### config.mk
export PLATFORM = sky130hd
export DESIGN_NAME = mux_n_rr
export DESIGN_NICKNAME = d
export VERILOG_FILES = /design/src/rtl/mux_n_rr.sv
export SDC_FILE = /design/constraint.sdc
export NUM_CORES = 1
export LEC_CHECK = 0
export CELL_PAD_IN_SITES_DETAIL_PLACEMENT = 1
export CELL_PAD_IN_SITES_GLOBAL_PLACEMENT = 2
export CORE_MARGIN = 2
export CORE_UTILIZATION = 26
export DETAILED_ROUTE_END_ITERATION = 8
export MAX_ROUTING_LAYER = met4
export PLACE_DENSITY = 0.81
export SYNTH_ARGS = -nofsm -noshare
export SYNTH_HDL_FRONTEND = slang
export SYNTH_SLANG_ARGS = --single-unit
### constraint.sdc
create_clock -name In_Clk -period 5.5 [get_ports In_Clk]
set_input_delay 0.825 -clock In_Clk [delete_from_list [all_inputs] [get_ports In_Clk]]
set_output_delay 0.825 -clock In_Clk [all_outputs]
set_load 0.05 [all_outputs]
### src/rtl/mux_n_rr.sv
// N-channel registered multiplexer with fixed-select and round-robin arbitration.
// One word is captured per edge into an output register with valid/ready backpressure.
module mux_n_rr #(
    parameter int WIDTH    = 8,
    parameter int CHANNELS = 4,
    parameter int SEL_W    = $clog2(CHANNELS)
) (
    input  logic                        In_Clk,
    input  logic                        In_Rst_n,
    input  logic [CHANNELS*WIDTH-1:0]   In_Data,
    input  logic [CHANNELS-1:0]         In_Valid,
    input  logic [SEL_W-1:0]            In_Sel,
    input  logic                        In_Mode,
    input  logic                        In_Ready,
    output logic [WIDTH-1:0]            Out_Y,
    output logic                        Out_Valid,
    output logic [SEL_W-1:0]            Out_Ch,
    output logic [CHANNELS-1:0]         Out_Ack,
    output logic [15:0]                 Out_Count
);

    // Handshake: a word moves downstream on an edge where Out_Valid && In_Ready;
    // channel c is consumed on an edge where Out_Ack[c] is high (In_Valid[c] must hold until then).

    logic [SEL_W-1:0] rr_ptr;
    logic             fix_hit;
    logic             rr_hit;
    logic [SEL_W-1:0] rr_idx;
    logic             grant_vld;
    logic [SEL_W-1:0] grant_idx;
    logic [WIDTH-1:0] sel_data;
    logic             reg_free;
    logic             capture;
    logic [SEL_W-1:0] next_ptr;
    int               probe;

    // Fixed mode: an out-of-range In_Sel matches no channel, so it never grants.
    always_comb begin
        fix_hit = 1'b0;
        for (int c = 0; c < CHANNELS; c++) begin
            if (In_Sel == SEL_W'(c) && In_Valid[c]) fix_hit = 1'b1;
        end
    end

    // Round-robin: probe rr_ptr, rr_ptr+1, ... wrapping at CHANNELS (not at 2**SEL_W).
    always_comb begin
        rr_hit = 1'b0;
        rr_idx = '0;
        probe  = 0;
        for (int k = 0; k < CHANNELS; k++) begin
            probe = int'(rr_ptr) + k;
            if (probe >= CHANNELS) probe = probe - CHANNELS;
            for (int c = 0; c < CHANNELS; c++) begin
                if (!rr_hit && c == probe && In_Valid[c]) begin
                    rr_hit = 1'b1;
                    rr_idx = SEL_W'(c);
                end
            end
        end
    end

    always_comb begin
        grant_vld = In_Mode ? rr_hit : fix_hit;
        grant_idx = In_Mode ? rr_idx : In_Sel;
        reg_free  = !Out_Valid || In_Ready;
        capture   = In_Rst_n && reg_free && grant_vld;
        sel_data  = '0;
        Out_Ack   = '0;
        for (int c = 0; c < CHANNELS; c++) begin
            if (grant_idx == SEL_W'(c)) begin
                sel_data   = In_Data[c*WIDTH +: WIDTH];
                Out_Ack[c] = capture;
            end
        end
        if (int'(grant_idx) >= CHANNELS - 1) next_ptr = '0;
        else                                 next_ptr = grant_idx + SEL_W'(1);
    end

    always_ff @(posedge In_Clk or negedge In_Rst_n) begin
        if (!In_Rst_n) begin
            Out_Y     <= '0;
            Out_Valid <= 1'b0;
            Out_Ch    <= '0;
            Out_Count <= '0;
            rr_ptr    <= '0;
        end else if (capture) begin
            Out_Y     <= sel_data;
            Out_Valid <= 1'b1;
            Out_Ch    <= grant_idx;
            if (Out_Count != 16'hFFFF) Out_Count <= Out_Count + 16'd1;
            if (In_Mode) rr_ptr <= next_ptr;
        end else if (Out_Valid && In_Ready) begin
            Out_Valid <= 1'b0;
        end
    end

endmodule

==> reports/metrics.cfg <==
[detailed_routing]
routed_wl_um=4760
dr.pass1.iters=4
detail_route.vias_per_cell=4.77
postRouteAntennaNets=0
drc_violations_left=0
avgRoutedWirePerCell_um=14.3
drtIter0Drc=40
via_total_after_detailed_routing=1585

[die]
initial_core_util_pct=26.9
width_of_the_chip_um=85.3
die_area_um2=7280
floorplan.rows=29
floorplan.core_area_um2=6390
io_pins=73
chipHeight_um=85.3

[layout]
layout.cells.most_common=sky130_fd_sc_hd__clkdlybuf4s50_1
layout-area-overhead-vs-synth_pct=49.9
multi_input_area_um2=906
total_inserted_antenna_cells=0
design.final.nets=301
layout_common_cells=sky130_fd_sc_hd__clkdlybuf4s50_1, sky130_fd_sc_hd__dfrtp_1, sky130_fd_sc_hd__a21oi_1
final.fill_count=726
area.sequential_um2=726
layout-drive-gt1-share_pct=7.06

[worst_setup_path]
path_common_cell=sky130_fd_sc_hd__clkdlybuf4s50_1
ff2ff_path_depth=11
critical_path_class=in -> out
timing.reg2reg.setup_slack_ns=2.64
gate_family_responsible_for_the_most_delay_along_the_worst_path=buffers and inverters
cp_buf_inv_count=2
cp_cell_sequence=clkdlybuf4s50_1 > a21boi_0 > o221ai_1 > a31oi_1 > ha_1 > and2_1 > clkdlybuf4s50_1
crit-reg2reg-capture=Out_Y[0]
startpoint_type=input pin
crit_path_max_fanout=17
worstPathRequired_ns=4.68
worst_setup_path_end_kind=output port
crit_arrival_ns=3.63
timing.rr.start=rr_ptr[1]
cell_with_the_biggest_individual_delay_on_the_critical_path=sky130_fd_sc_hd__clkdlybuf4s50_1
cpPeakStageDelay_ns=0.79

[sta]
max-slew-margin-rel_pct=43.3
finalCritPeriodShare_pct=81.0
worst_clock_skew_ns=0.00533
rsz0062_at_grt=false
max_freq_mhz=224
max_slew.worst_pin.slew_ns=0.849
hold_viol=0
drv_slew=0
hold_slack_ns=0.501
setup_viol=0
finalWorstPathRequiredPeriod_ns=4.46
fin_tns_setup_ns=0

[clocking]
post_cts_hold_buffer_count=0
max-clock-path-buffers=2
clock_tree_from_tritoncts=yes
number_of_gates_resized_after_cts=0
clock-sinks=29
clock_pin_slew_on_the_worst_setup_and_hold_paths_ns=0.07
ctsHtreeMaxLevel=2
post_cts_setup_bufs=0
number_of_buffers_added_by_the_clock_tree_synthesis_step=5
insertion_delay_ns=0.28
clock_tree.root_cell=sky130_fd_sc_hd__clkbuf_8

[hold_path]
min_path_cells=1
worstHoldPathType=reg -> reg
worstHoldStart=Out_Count[6]
hold-path-endpoint=Out_Count[6]

[synthesis]
cells_after_synthesis=182
synth_fp_nets=229
seq_area_frac_synth_pct=42.2
post_synthesis_average_cell_area_um2=9.45
synth_top_flop_cell=sky130_fd_sc_hd__dfrtp_1
synth_enable_flop_cells=0
synth_seq_cells=29
synth_cell_types=35
mappedNetlistArea_um2=1720
yosys_warnings=0
postSynth.asyncResetShare_pct=100

[flow_run]
total_of_max_cap_violations=0

[global_route]
grt_max_degree=30
globalRoute.totalOverflow=0
antenna_found_initial=0
globalRouteTotalUtil_pct=13.7
grt_first_pass_wirelength_um=7730
first_global_vias=1542

[power_and_ir_drop]
power_leakage_uw=0.00100
peakVddDrop_uv=260
power-per-cell-area_nw_per_um2=415

[place]
finalWeightedCongestion=0.749
portBuffers=72
hpwl_um=3530

[status]
outcome=complete, no violations

==> layer usage <==
metal / track usage, % / vias up / part of all wire (%)
li1: - / 791 / -
met5: - / - / 0
met3: 2.72 / 4 / 4.1
met1: 17.9 / 754 / 48
met2: 21.2 / 36 / 47
met4: 4.76 / 0 / 1.1
==> sequential cells by signal (all words and copies together), names as in the netlist <==
| name | flops |
|---|---|
| Out_Ch | 2 |
| Out_Count | 16 |
| Out_Valid | 1 |
| Out_Y | 8 |
| rr_ptr | 2 |
==> worst max path at each step <==
stage	from	to	slack [ns]	cells after the start
3_5_place_dp	In_Valid[3]	Out_Ack[2]	1.03	7
2_1_floorplan	In_Valid[2]	Out_Ack[3]	2.09	9
4_1_cts	In_Valid[3]	Out_Ack[2]	1.03	7
3_3_place_gp	In_Valid[3]	Out_Ack[2]	1.11	7
5_1_grt	In_Valid[3]	Out_Ack[2]	0.84	7
6_report	In_Valid[3]	Out_Ack[2]	1.04	7
==> Yosys cell counts (all sizes together), types with 8 or more instances <==
cell type,instances,share of area (%)
a21oi,18,5.2
dfrtp,29,42
nand3,8,2.3
nor2,16,3.5
xnor2,13,6.6
nand2,13,2.8
nor2b,10,3.6
a221oi,8,4.1
nor3,8,2.3
==> through the flow <==
stage | instances | utilization (%) | power (uW) | area (um^2) | setup slack, ns
finish | 332 | 40.3 | 1070 | 2580 | 1.04
global route | 332 | 40.3 | 1140 | 2580 | 0.839
floorplan | 182 | - | 707 | 1720 | 2.09
global placement | 324 | 39.0 | 893 | 2490 | 1.11
detailed placement | 324 | 39.0 | 901 | 2490 | 1.03
CTS | 332 | 40.3 | 1080 | 2580 | 1.03
==> layout make-up <==
type | count | share of cell area, %
Timing Repair Buffer | 75 | 28.8
Inverter | 5 | 0.729
Sequential cell | 29 | 28.2
Clock inverter | 3 | 0.680
Tap cell | 77 | 3.74
Clock buffer | 5 | 2.67
Multi-Input combinational cell | 138 | 35.2
==> kinds of logic (layout without fill, tap and decap cells) <==
family,count (synthesis),in the layout,synth area share [%]
and+or+nand+nor,73,73,21.9
AOI/OAI and AO/OA,37,37,14.2
DFF,29,29,42.2
xor gates and xnor gates,15,15,7.64
buffers and inverters,15,88,5.24
muxes,8,8,5.17
adders and majority gates,5,5,3.64
==> worst register-to-register path: stages, from the launching register on <==
cell and delay [ns]:
sky130_fd_sc_hd__dfrtp_1 0.47, sky130_fd_sc_hd__nand2b_1 0.18, sky130_fd_sc_hd__a21oi_1 0.14, sky130_fd_sc_hd__a221oi_1 0.08, sky130_fd_sc_hd__mux2i_1 0.32, sky130_fd_sc_hd__inv_1 0.12, sky130_fd_sc_hd__ha_1 0.35, sky130_fd_sc_hd__nor2b_1 0.49
sky130_fd_sc_hd__a221oi_1 0.19, sky130_fd_sc_hd__nor3_1 0.25, sky130_fd_sc_hd__a21oi_1 0.08, sky130_fd_sc_hd__a21oi_1 0.14
==> report_power, final <==
group          switching, uW  total [uW]  internal, uW  leakage, uW
combinational            340         558           218     0.000600
sequential              62.1         335           273     0.000359
clock                   88.0         175          87.2    0.0000439
total                    490        1070           578      0.00100
No activity file was read; power rests on OpenSTA's default activity.
